**src/rtl/conv_8_32_arb_pkg.sv**
```systemverilog
// Shared definitions for the two-requester 8->32 byte packer front end.
package conv_8_32_arb_pkg;

    // Datapath geometry
    localparam int LANES    = 4;
    localparam int BYTE_W   = 8;
    localparam int WORD_W   = LANES * BYTE_W;
    localparam int CNT_W    = 2;

    // Requester identification
    localparam int NUM_REQ  = 2;
    localparam int REQ_ID_W = 1;

    typedef logic [REQ_ID_W-1:0] req_id_t;

    // Controller states
    typedef enum logic [1:0] {
        ST_IDLE = 2'd0,
        ST_PACK = 2'd1,
        ST_EMIT = 2'd2
    } state_t;

    // One-hot ready pattern for a given requester id
    function automatic logic [NUM_REQ-1:0] req_onehot(input req_id_t id);
        req_onehot = NUM_REQ'(1) << id;
    endfunction

endpackage

```
**src/rtl/conv_8_32_arb_rr_arb2.sv**
```systemverilog
// Two-way round-robin arbiter: a tie is resolved by the pointer,
// a single active request wins outright.
module rr_arb2
    import conv_8_32_arb_pkg::*;
(
    input  logic [NUM_REQ-1:0] i_req,
    input  req_id_t            i_ptr,
    output logic               o_any,
    output req_id_t            o_grant
);

    // Pick the winner: pointer on a tie, otherwise whichever is requesting
    always_comb begin
        o_grant = '0;
        if (&i_req) begin
            o_grant = i_ptr;
        end else if (i_req[1]) begin
            o_grant = req_id_t'(1);
        end
    end

    assign o_any = |i_req;

endmodule

```
**src/rtl/conv_8_32_arb.sv**
```systemverilog
// Two-requester byte-to-word packer. Grants one 8-bit stream at a time,
// fills lanes 0..3 in arrival order and presents registered 32-bit words
// with byte enables, last flag and source id.
module conv_8_32_arb
    import conv_8_32_arb_pkg::*;
#(
    parameter bit LOCK_PKT = 1'b1
) (
    input  logic              clk,
    input  logic              reset_L,
    input  logic              in0_valid,
    input  logic [BYTE_W-1:0] in0_data,
    input  logic              in0_last,
    output logic              in0_ready,
    input  logic              in1_valid,
    input  logic [BYTE_W-1:0] in1_data,
    input  logic              in1_last,
    output logic              in1_ready,
    output logic              out_valid,
    output logic [WORD_W-1:0] out_data,
    output logic [LANES-1:0]  out_be,
    output logic              out_last,
    output logic              out_src,
    input  logic              out_ready
);

    // Controller registers
    state_t             r_state;
    req_id_t            r_grant;
    req_id_t            r_rr_ptr;
    logic [CNT_W-1:0]   r_cnt;
    logic               r_last;
    logic               r_out_valid;
    logic [NUM_REQ-1:0] r_in_ready;

    // Combinational helpers
    logic [NUM_REQ-1:0] w_req;
    logic               w_arb_any;
    req_id_t            w_arb_grant;
    logic               w_sel_valid;
    logic [BYTE_W-1:0]  w_sel_data;
    logic               w_sel_last;
    logic               w_accept;
    logic               w_word_done;
    logic               w_emit_xfer;
    logic [WORD_W-1:0]  w_data;
    logic [LANES-1:0]   w_be;

    assign w_req = {in1_valid, in0_valid};

    rr_arb2 u_arb (
        .i_req   (w_req),
        .i_ptr   (r_rr_ptr),
        .o_any   (w_arb_any),
        .o_grant (w_arb_grant)
    );

    // Only the granted stream reaches the lane writers; the other is ignored
    assign w_sel_valid = r_grant[0] ? in1_valid : in0_valid;
    assign w_sel_data  = r_grant[0] ? in1_data  : in0_data;
    assign w_sel_last  = r_grant[0] ? in1_last  : in0_last;

    // Data and last are only looked at when a byte is really accepted, so
    // garbage on an idle input cannot leak into the word.
    assign w_accept    = (r_state == ST_PACK) && r_in_ready[r_grant] && w_sel_valid;
    assign w_word_done = w_accept && ((r_cnt == CNT_W'(LANES - 1)) || w_sel_last);
    assign w_emit_xfer = r_out_valid && out_ready;

    genvar gi;
    generate
        for (gi = 0; gi < LANES; gi++) begin : g_lane
            logic [BYTE_W-1:0] r_byte;
            logic              r_en;

            // Load this lane when the lane counter points at it; wipe after the word leaves
            always_ff @(posedge clk or negedge reset_L) begin
                if (!reset_L) begin
                    r_byte <= '0;
                    r_en   <= 1'b0;
                end else if (w_emit_xfer) begin
                    r_byte <= '0;
                    r_en   <= 1'b0;
                end else if (w_accept && (r_cnt == CNT_W'(gi))) begin
                    r_byte <= w_sel_data;
                    r_en   <= 1'b1;
                end
            end

            assign w_data[gi*BYTE_W +: BYTE_W] = r_byte;
            assign w_be[gi]                    = r_en;
        end
    endgenerate

    // Arbitration, lane sequencing and word hand-off
    always_ff @(posedge clk or negedge reset_L) begin
        if (!reset_L) begin
            r_state     <= ST_IDLE;
            r_grant     <= '0;
            r_rr_ptr    <= '0;
            r_cnt       <= '0;
            r_last      <= 1'b0;
            r_out_valid <= 1'b0;
            r_in_ready  <= '0;
        end else begin
            case (r_state)
                ST_IDLE: begin
                    if (w_arb_any) begin
                        r_grant    <= w_arb_grant;
                        r_in_ready <= req_onehot(w_arb_grant);
                        r_state    <= ST_PACK;
                    end
                end
                ST_PACK: begin
                    if (w_accept) begin
                        r_cnt <= r_cnt + CNT_W'(1);
                    end
                    if (w_word_done) begin
                        r_last      <= w_sel_last;
                        r_out_valid <= 1'b1;
                        r_in_ready  <= '0;
                        r_state     <= ST_EMIT;
                    end
                end
                ST_EMIT: begin
                    if (w_emit_xfer) begin
                        r_out_valid <= 1'b0;
                        r_last      <= 1'b0;
                        r_cnt       <= '0;
                        if (r_last || !LOCK_PKT) begin
                            // Hand preference to the other requester; switching only happens via IDLE
                            r_rr_ptr <= ~r_grant;
                            r_state  <= ST_IDLE;
                        end else begin
                            r_in_ready <= req_onehot(r_grant);
                            r_state    <= ST_PACK;
                        end
                    end
                end
                default: begin
                    r_state    <= ST_IDLE;
                    r_in_ready <= '0;
                end
            endcase
        end
    end

    assign in0_ready = r_in_ready[0];
    assign in1_ready = r_in_ready[1];
    assign out_valid = r_out_valid;
    assign out_data  = w_data;
    assign out_be    = w_be;
    assign out_last  = r_last;
    assign out_src   = r_grant[0];

endmodule

```
**config.mk**
```make
export PLATFORM = sky130hd
export DESIGN_NAME = conv_8_32_arb
export DESIGN_NICKNAME = d
export VERILOG_FILES = /design/src/rtl/conv_8_32_arb_pkg.sv /design/src/rtl/conv_8_32_arb_rr_arb2.sv /design/src/rtl/conv_8_32_arb.sv
export SDC_FILE = /design/constraint.sdc
export NUM_CORES = 1
export LEC_CHECK = 0
export BUFFER_PORTS_ARGS = -buffer_cell sky130_fd_sc_hd__buf_2
export CORE_MARGIN = 2
export CORE_UTILIZATION = 53
export CTS_CLUSTER_SIZE = 25
export DETAILED_ROUTE_END_ITERATION = 6
export PLACE_DENSITY = 0.91
export SLEW_MARGIN = 20
export SYNTH_ARGS = -nofsm -noshare
export SYNTH_HDL_FRONTEND = slang
export SYNTH_SLANG_ARGS = --single-unit
```
**constraint.sdc**
```tcl
create_clock -name clk -period 2.3 [get_ports clk]
set_input_delay 0.46 -clock clk [delete_from_list [all_inputs] [get_ports clk]]
set_output_delay 0.46 -clock clk [all_outputs]
set_load 0.02 [all_outputs]
```
* Word level (Yosys, flattened, before mapping)
Index checks and enable logic that the tools add are counted.
** Word-level totals
- Memories :: 0
- Bits in latches :: 0
- Bits of input ports :: 23
- Memory bits (writable) :: 0
- Flip-flop bits (word level) :: 46
- Memory bits (read-only) :: 0
** Operators by class
- Shifts and indexed selects :: 2
- $mul :: 0
- Divide/modulo/power cells :: 0
- Equality and inequality tests :: 10
- Reduce and logical (&&, ||, !) cells :: 24
- Muxes and demuxes :: 41
- Order comparisons :: 1
- Add/sub/neg operators :: 1
- Bitwise logic cells :: 1
** Operators with widths (number)
- $mux 8 :: 9
- $mux 1 :: 18
- $mux 2 :: 9
- $pmux 2 s3 :: 2
- $reduce_and 3->1 :: 4
- $reduce_bool 2->1 :: 5
- $logic_and 1x1->1 :: 8
- $ne 2x2->1 const B :: 4
- $eq 2x2->1 const B :: 3
- $eq 2x1->1 const B :: 2
- $logic_not 2->1 :: 2
- $pmux 1 s2 :: 2
- $pmux 2 s2 :: 1
- $reduce_and 2->1 :: 2
- $reduce_and 4->1 :: 1
- $shl 1x1->2 const A :: 2
- $add 2x1->2 const B :: 1
- $lt 1x2->1 const B :: 1
- $ne 2x1->1 const B :: 1
- $reduce_or 2->1 :: 1
- $logic_or 1x1->1 :: 1
- $not 1->1 :: 1

* Logic depth before layout (Yosys ltp)
Gate-level depths: netlist of the first run.
- Depth in word-level cells :: 7
- Depth in mapped cells :: 7
- Mapped depth without buffers :: 6

* Modules after synthesis
From an unflattened synthesis of the first run, not the netlist that was laid out.
** Second synthesis, totals
- Cells, all modules :: 205
- Area, all modules :: 2197.1 µm²
** By module, submodules not included
- conv_8_32_arb :: cells an instance 202, instances 1, area each 2179.6 µm², sequential area each 1151.1 µm²
- rr_arb2 :: cells an instance 3, instances 1, area each 17.5 µm², sequential area each 0.0 µm²

* Worst setup path after synthesis of the first run
No wires, ideal clock.
- Path kind :: register -> register
- Start :: register r_grant (netlist: out_src)
- End :: register g_lane[1].r_byte[6]
- Arrival :: 1.616 ns
- Slack :: 0.590 ns
- Library setup time :: 0.094 ns
- Stages on the path, launching flop included :: 7
- Path through :: dfrtp_1 -> buf_6 -> nand3b_4 -> a211oi_4 -> buf_6 -> nor2_2 -> a211oi_1
** On the way
- Cells in the longest elaborated chain, start to end :: 6
- Elaborated cells between the ends (all ways) :: 10
** Ends and longest elaborated chain
- start: declaration :: RTL line conv_8_32_arb.sv:29 : req_id_t r_grant;
- start signal: assignment :: RTL line conv_8_32_arb.sv:108 : r_grant <= w_arb_grant;
- $mux 1 (implied by the code) (2 in series) :: RTL line conv_8_32_arb.sv:65 : assign w_accept = (r_state == ST_PACK) && r_in_ready[r_grant] && w_sel_valid;
- $logic_and 1x1->1 (2 in series) :: RTL line conv_8_32_arb.sv:65
- $logic_and 1x1->1 :: RTL line conv_8_32_arb.sv:83 : end else if (w_accept && (r_cnt == CNT_W'(gi))) begin
- $reduce_bool 2->1 (no source line)
- end signal: assignment :: RTL line conv_8_32_arb.sv:84 : r_byte <= w_sel_data;
- end: declaration :: RTL line conv_8_32_arb.sv:72 : logic [BYTE_W-1:0] r_byte;
Several ways; a longest one is shown, not always the timed one. The select of a mux whose other input is x is not followed.
A chain may end at the register's enable or synchronous reset.

* Final worst setup path of the first run
- Start :: register r_state[1]
- End :: register g_lane[3].r_byte[4]
** On the way
- Cells in the longest elaborated chain, start to end :: 5
** Ends and longest elaborated chain
- start: declaration :: RTL line conv_8_32_arb.sv:28 : state_t r_state;
- start signal: assignment :: RTL line conv_8_32_arb.sv:97 : r_state <= ST_IDLE;
- start signal: assignment :: RTL line conv_8_32_arb.sv:110 : r_state <= ST_PACK;
- start signal: assignment :: RTL line conv_8_32_arb.sv:121 : r_state <= ST_EMIT;
- $eq 2x1->1 :: RTL line conv_8_32_arb.sv:65
- $logic_and 1x1->1 (2 in series) :: RTL line conv_8_32_arb.sv:65
- $logic_and 1x1->1 :: RTL line conv_8_32_arb.sv:83
- $reduce_bool 2->1 (no source line)
- end signal: assignment :: RTL line conv_8_32_arb.sv:84
- end: declaration :: RTL line conv_8_32_arb.sv:72
No other way between the ends.

==> qor.txt, run 1 <==
Final setup violation count - 0
Dominant synthesized flop cell - dfrtp_1
Top-count cell post-synth - dfrtp_1
Diode count - 0
Antenna-violating nets left - 0
Die Wd - 68.6 um
Initial antenna violation count - 0
Setup ws final - 0.595 ns
Syn_nets - 235
Reg clk slew, reported paths - 0.09 ns
DP HPWL - 3.75 mm
EDFF count, synth - 0
Flop-to-flop setup slack - 0.60 ns
Finished Core Util - 0.664
Main combinational cell family by area after synthesis - compound AO/OA/AOI/OAI gates
Number of synthesized register bits - 46
DR vias/cell - 5.53
Starting DRT DRC Count - 192
YS warnings - 0
Die Y - 68.6 um
Largest net degree at the start of global routing - 38
Crit end category - flop
Area leader, netlist - dfrtp_1
Post-Syn Area per Cell - 10.6 um^2
Skew final - 0.00658 ns
Path depth of the worst reg2reg path - 5
Number of hold buffers added after cts - 0
Pwr dens - 1510 nW/um^2
Register area share after synthesis - 0.521
Post-Synth Simple-Gate Area - 0.133
H-Tree Depth - 2
Post-CTS setup buffers - 0
Nets - 297
TritonCTS clock tree - yes
Worst setup SP type - flop
CTS sink count - 46
Max Fclk - 0.587 GHz
Placed instance area - 2550 um^2
Slew Limit Fails - 0
GPL Wtd Cong - 0.857
Synth Area in Adders - 0.0227
Async S/R FF share, synth - 1.00
Final period util - 0.741
Residual DRC count - 0
Post-DR wirelength/cell - 16.0 um
CP required - 2.51 ns
Root Buffer - clkbuf_8
Worst-Skew Late Latency - 0.31 ns
CP Max Fanout - 16
Hold Fails Final Rpt - 0
Cells after synthesis - 208
Dpl ws - 0.503 ns
Post-cts resize count - 0
Reg2reg end - g_lane[3].r_byte[4]
Critical path class - reg2reg
Cts bufs inserted - 5
Worst-Margin Slew - 0.672 ns
Synth top area share - 0.521
Global Route Usage Sum - 0.243
Post-route design area - 2660 um^2
RSZ-0062 raised after global routing - false
Max-cap violations - 0
VDD IR max - 0.000819 V
Critical R2R Launch - r_state[1]
Cell Area, Synth - 2210 um^2
Outcome - finished clean
Worst EP arrival - 1.92 ns
Core Rows - 23
Post-synthesis cell type count - 29
Vias after detailed routing - 1775
Synth area leaders - dfrtp_1, a211oi_1, nor2_1
Setup TNS - 0 ns
Relative slew margins - 0.539
Max Root-Sink Buffers - 2
Min Clock Period, post-route - 1.70 ns
Hold/Removal Path Class - in2async
Total gr overflow - 0
DR pass1 iterations - 4
Xor/xnor share of the synthesized area - 0
Top post-synthesis cells by count - dfrtp_1, nor2_1, a211oi_1, mux2i_1, inv_1
Final Total Pwr - 4.00 mW
Vias in the first global route - 1661
Core ar. - 4000 um^2
Mux contribution to synthesized area - 0.0453
Buffers on Ports - 63
Synth Area in Compound Gates - 0.212
Total Wirelength - 5.14 mm
Area delta synth->final - 20.2%
Layout cells sized above 1 - 0.332
Wire length of the first global-routing pass - 8.18 mm
Initial Util - 0.552
IO Pins - 64
Die area - 4700 um^2
Leak - 1.33 nW
==> critical path: stages, from the launching register on <==
cell	delay, ns
dfrtp_1	0.38
nand2b_1	0.37
a211oi_4	0.35
buf_4	0.25
nor2_1	0.06
a211oi_1	0.20
==> power by group <==
group / leakage (nW) / switching, mW / total [mW] / internal, mW
combinational: 0.669 / 1.26 / 1.96 / 0.700
sequential: 0.608 / 0.264 / 1.44 / 1.18
clock: 0.0514 / 0.274 / 0.599 / 0.324
==> per-stage QoR <==
step	cells	hold WS, ns
6_report	321	0.0904
5_1_grt	321	0.119
4_1_cts	321	0.102
3_5_place_dp	313	0.440
3_3_place_gp	313	0.425
2_1_floorplan	208	0.164
==> cell families (layout without fill, tap and decap cells) <==
group,count (synthesis),in the layout
and+or+nand+nor,64,64
AOI/OAI and AO/OA,58,58
DFF,46,46
buffers and inverters,26,89
muxes,10,10
adders and majority gates,4,4
==> cells in the final DEF (no fill, tap or decap) <==
master / n
nand3_2: 1
a211oi_1: 32
buf_2: 63
ha_1: 4
nor2b_1: 2
buf_4: 10
inv_1: 8
bufinv_16: 1
clkbuf_8: 5
nand3b_4: 1
a221o_1: 1
nor3b_1: 1
o22ai_1: 3
a221oi_1: 2
a21oi_1: 6
nand2b_1: 3
o21ai_0: 5
o32a_1: 2
clkbuf_1: 1
nor2_1: 43
a22oi_1: 1
a211oi_4: 4
and2_1: 2
mux2i_1: 10
nor2_2: 2
clkinvlp_4: 1
dfrtp_1: 46
or3_1: 1
nand2_1: 7
a21bo_2: 2
nand3_1: 1
==> flip-flops by register name, summed over array words and instances, names as in the netlist <==
signal / flops
g_lane.r_byte: 32
g_lane.r_en: 4
r_cnt: 2
r_in_ready: 2
r_state: 2
out_last: 1
out_src: 1
out_valid: 1
r_rr_ptr: 1
==> final cells by class <==
cell class,count,area (um^2)
clock buffers,6,72.6
clock inverters,2,37.5
fillers,315,1340
inverters,8,30.0
multi-input cells,136,912
flip-flops and latches,46,1150
well taps,50,62.6
repair buffers,73,390
==> per-layer routing <==
layer,wire length [um],global-route usage,up-vias
met5,0,0,-
met4,65,0.0675,0
met3,328,0.0601,7
met2,2510,0.394,64
met1,2230,0.324,853
li1,-,-,851
==> worst max path at each step <==
stage | cells after the start | endpoint | from
after CTS | 5 | g_lane[3].r_byte[0] | r_state[1]
after global routing | 5 | g_lane[1].r_byte[4] | r_state[1]
after floorplan | 6 | g_lane[1].r_byte[6] | out_src
final | 5 | g_lane[3].r_byte[4] | r_state[1]
after global placement | 6 | g_lane[3].r_byte[5] | in1_valid
after detailed placement | 6 | g_lane[3].r_byte[4] | in1_valid
Power figures use the tool's default switching activity.
==> run 2, diff against run 1 <==
- CORE_UTILIZATION: 53 -> 51
- PLACE_DENSITY: 0.91 -> 0.89
- clock period: 2.3 -> 1.77 ns (I/O delays scaled with it)
==> run 2 against run 1 <==
First-iteration DRC count shrank 46%; global-route usage fell by 0.62 points; hold slack gained 0.32 ns; routed wire length grew 3.5%; non-clock buffer count rose by 8; highest routed layer unchanged; utilization grew 0.28 points; worst setup slack lost 0.50 ns.
==> qor.txt, run 2 (same netlist as run 1, synthesis figures left out) <==
Wire length of the first global-routing pass - 9.03 mm
Top reg by flops - g_lane.r_byte
Hold EP - out_last
Pint - 2.80 mW
Die Y - 69.8 um
Final period util - 0.944
Final Total Pwr - 5.16 mW
Post-Layout Cell Count - 328
Worst-Skew Late Latency - 0.30 ns
Diode count - 0
Comb pwr share - 0.516
Cells on Worst Hold Path - 3
Critical path class - reg2reg
Clock network power share - 0.122
Buffers on Ports - 63
H-Tree Depth - 2
CP required - 1.97 ns
Total Wirelength - 5.32 mm
Initial antenna violation count - 0
Max reg flops - 32
DR pass1 iterations - 4
Flop-to-flop setup slack - 0.1 ns
Die area - 4870 um^2
GPL Wtd Cong - 0.825
Cts bufs inserted - 5
Vias after detailed routing - 1822
Leak - 1.36 nW
Fillers - 327
Max-cap violations - 0
Skew final - 0.00522 ns
Core Rows - 23
GR met1 Demand/Resource - 0.311
Min Clock Period, post-route - 1.67 ns
Met2 global-route usage - 0.368
Nets - 305
Slew Limit Fails - 0
Final setup violation count - 0
NetSw - 2.37 mW
Worst EP arrival - 1.87 ns
Largest net degree at the start of global routing - 38
Switching share of power - 0.458
Dpl cells - 319
Die Wd - 69.8 um
DR vias/cell - 5.55
Most Used Layer, Global Route - met2
Root Buffer - clkbuf_8
Antenna-violating nets left - 0
Initial Util - 0.541
Reg clk slew, reported paths - 0.09 ns
Vias in the first global route - 1836
Hold Fails Final Rpt - 0
Hold/Removal Path Class - in2reg
Met3 Usage GRT - 0.0683
Part of the power in registers - 0.362
Reg2reg end - g_lane[3].r_byte[4]
Area delta synth->final - 23.3%
Crit-path max cell delay - 0.39 ns
Global Route Usage Sum - 0.236
Max Root-Sink Buffers - 2
Worst setup SP type - flop
Post-route design area - 2730 um^2
Outcome - finished clean
Max Fclk - 0.598 GHz
Crit end category - flop
VDD IR max - 0.000926 V
Hold path start - in1_last
Commonest non-fill, non-tap cells in the layout - buf_2, dfrtp_1, nor2_1
Residual DRC count - 0
Core ar. - 4090 um^2
Starting DRT DRC Count - 103
TritonCTS clock tree - yes
Relative slew margins - 0.662
CP max-delay cell - dfrtp_1
Path depth of the worst reg2reg path - 5
Worst-Margin Slew - 0.494 ns
CTS sink count - 46
DP HPWL - 3.86 mm
CP Max Fanout - 18
Crit-path cells - nand2b_1 -> a211oi_4 -> buf_12 -> nor2_1 -> a211oi_1
Post-DR wirelength/cell - 16.2 um
IO Pins - 64
Total gr overflow - 0
Pwr dens - 1890 nW/um^2
Layout cells sized above 1 - 0.353
Placed instance area - 2600 um^2
Commonest non-fill, non-tap cell in the layout - buf_2
Top Registers - g_lane.r_byte: 32 flops, g_lane.r_en: 4 flops
Critical R2R Launch - r_state[1]
-- run 2: changes by cell type in the layout (fill, tap and decap cells not counted), sizes merged --
cell,delta
buf,+7
bufinv,-1
clkinvlp,+1
clkbuf,-1
dlygate4sd3,+1
-- run 2: metal layers --
metal  wire length, um  share of wire
met3               343          0.064
met2              2510           0.47
met1              2310           0.43
met5                 0              0
met4               158          0.030
-- run 2: power groups by stage --
stage	sequential, mW	clock, mW	combinational (mW)
floorplan	2.32	0	1.36
global placement	1.87	0	2.55
detailed placement	1.86	0	2.66
CTS	1.86	0.640	2.66
global route	1.94	0.699	2.90
finish	1.87	0.632	2.66
-- run 2: timing repair --
| item | in CTS | in global routing |
|---|---|---|
| hold buffers | 1 | 0 |
| resized for setup | 0 | 5 |
| buffers inserted | 0 | 1 |
| endpoints found under the hold margin | 16 | 0 |
| setup endpoints to repair | 0 | 24 |
-- run 2: critical path: cells and delay by family, from the launching register on --
kind | cells | cell delay (ns)
AO/OA/AOI/OAI | 2 | 0.59
flip-flops | 1 | 0.39
buffers and inverters | 1 | 0.18
AND/OR/NAND/NOR | 2 | 0.41
-- run 2: worst max path at each step --
stage | cells after the start | start | to | slack, ns
2_1_floorplan | 6 | out_src | g_lane[1].r_byte[6] | 0.06
3_3_place_gp | 6 | in1_valid | g_lane[2].r_byte[0] | 0.18
3_5_place_dp | 5 | out_src | g_lane[0].r_byte[6] | 0.05
4_1_cts | 5 | out_src | g_lane[0].r_byte[6] | 0.03
5_1_grt | 5 | r_state[1] | g_lane[3].r_byte[4] | -0.004
6_report | 5 | r_state[1] | g_lane[3].r_byte[4] | 0.1
-- run 2: area by class of cell --
cell class	count	area, um^2	area share
clock buffers	5	68.8	0.0253
clock inverters	2	15.0	0.00551
inverters	8	30.0	0.0110
multi-input cells	136	920	0.337
flip-flops and latches	46	1150	0.423
well taps	50	62.6	0.0230
repair buffers	81	477	0.175
-- run 2: through the flow --
| stage | hold slack [ns] | setup TNS [ns] | setup slack, ns | util |
|---|---|---|---|---|
| after floorplan | 0.0584 | 0 | 0.0604 | - |
| after global placement | 0.298 | 0 | 0.175 | 0.637 |
| after detailed placement | 0.307 | 0 | 0.0547 | 0.637 |
| after CTS | 0.405 | 0 | 0.0341 | 0.660 |
| after global routing | 0.416 | -0.00427 | -0.00427 | 0.667 |
| final | 0.410 | 0 | 0.0990 | 0.667 |
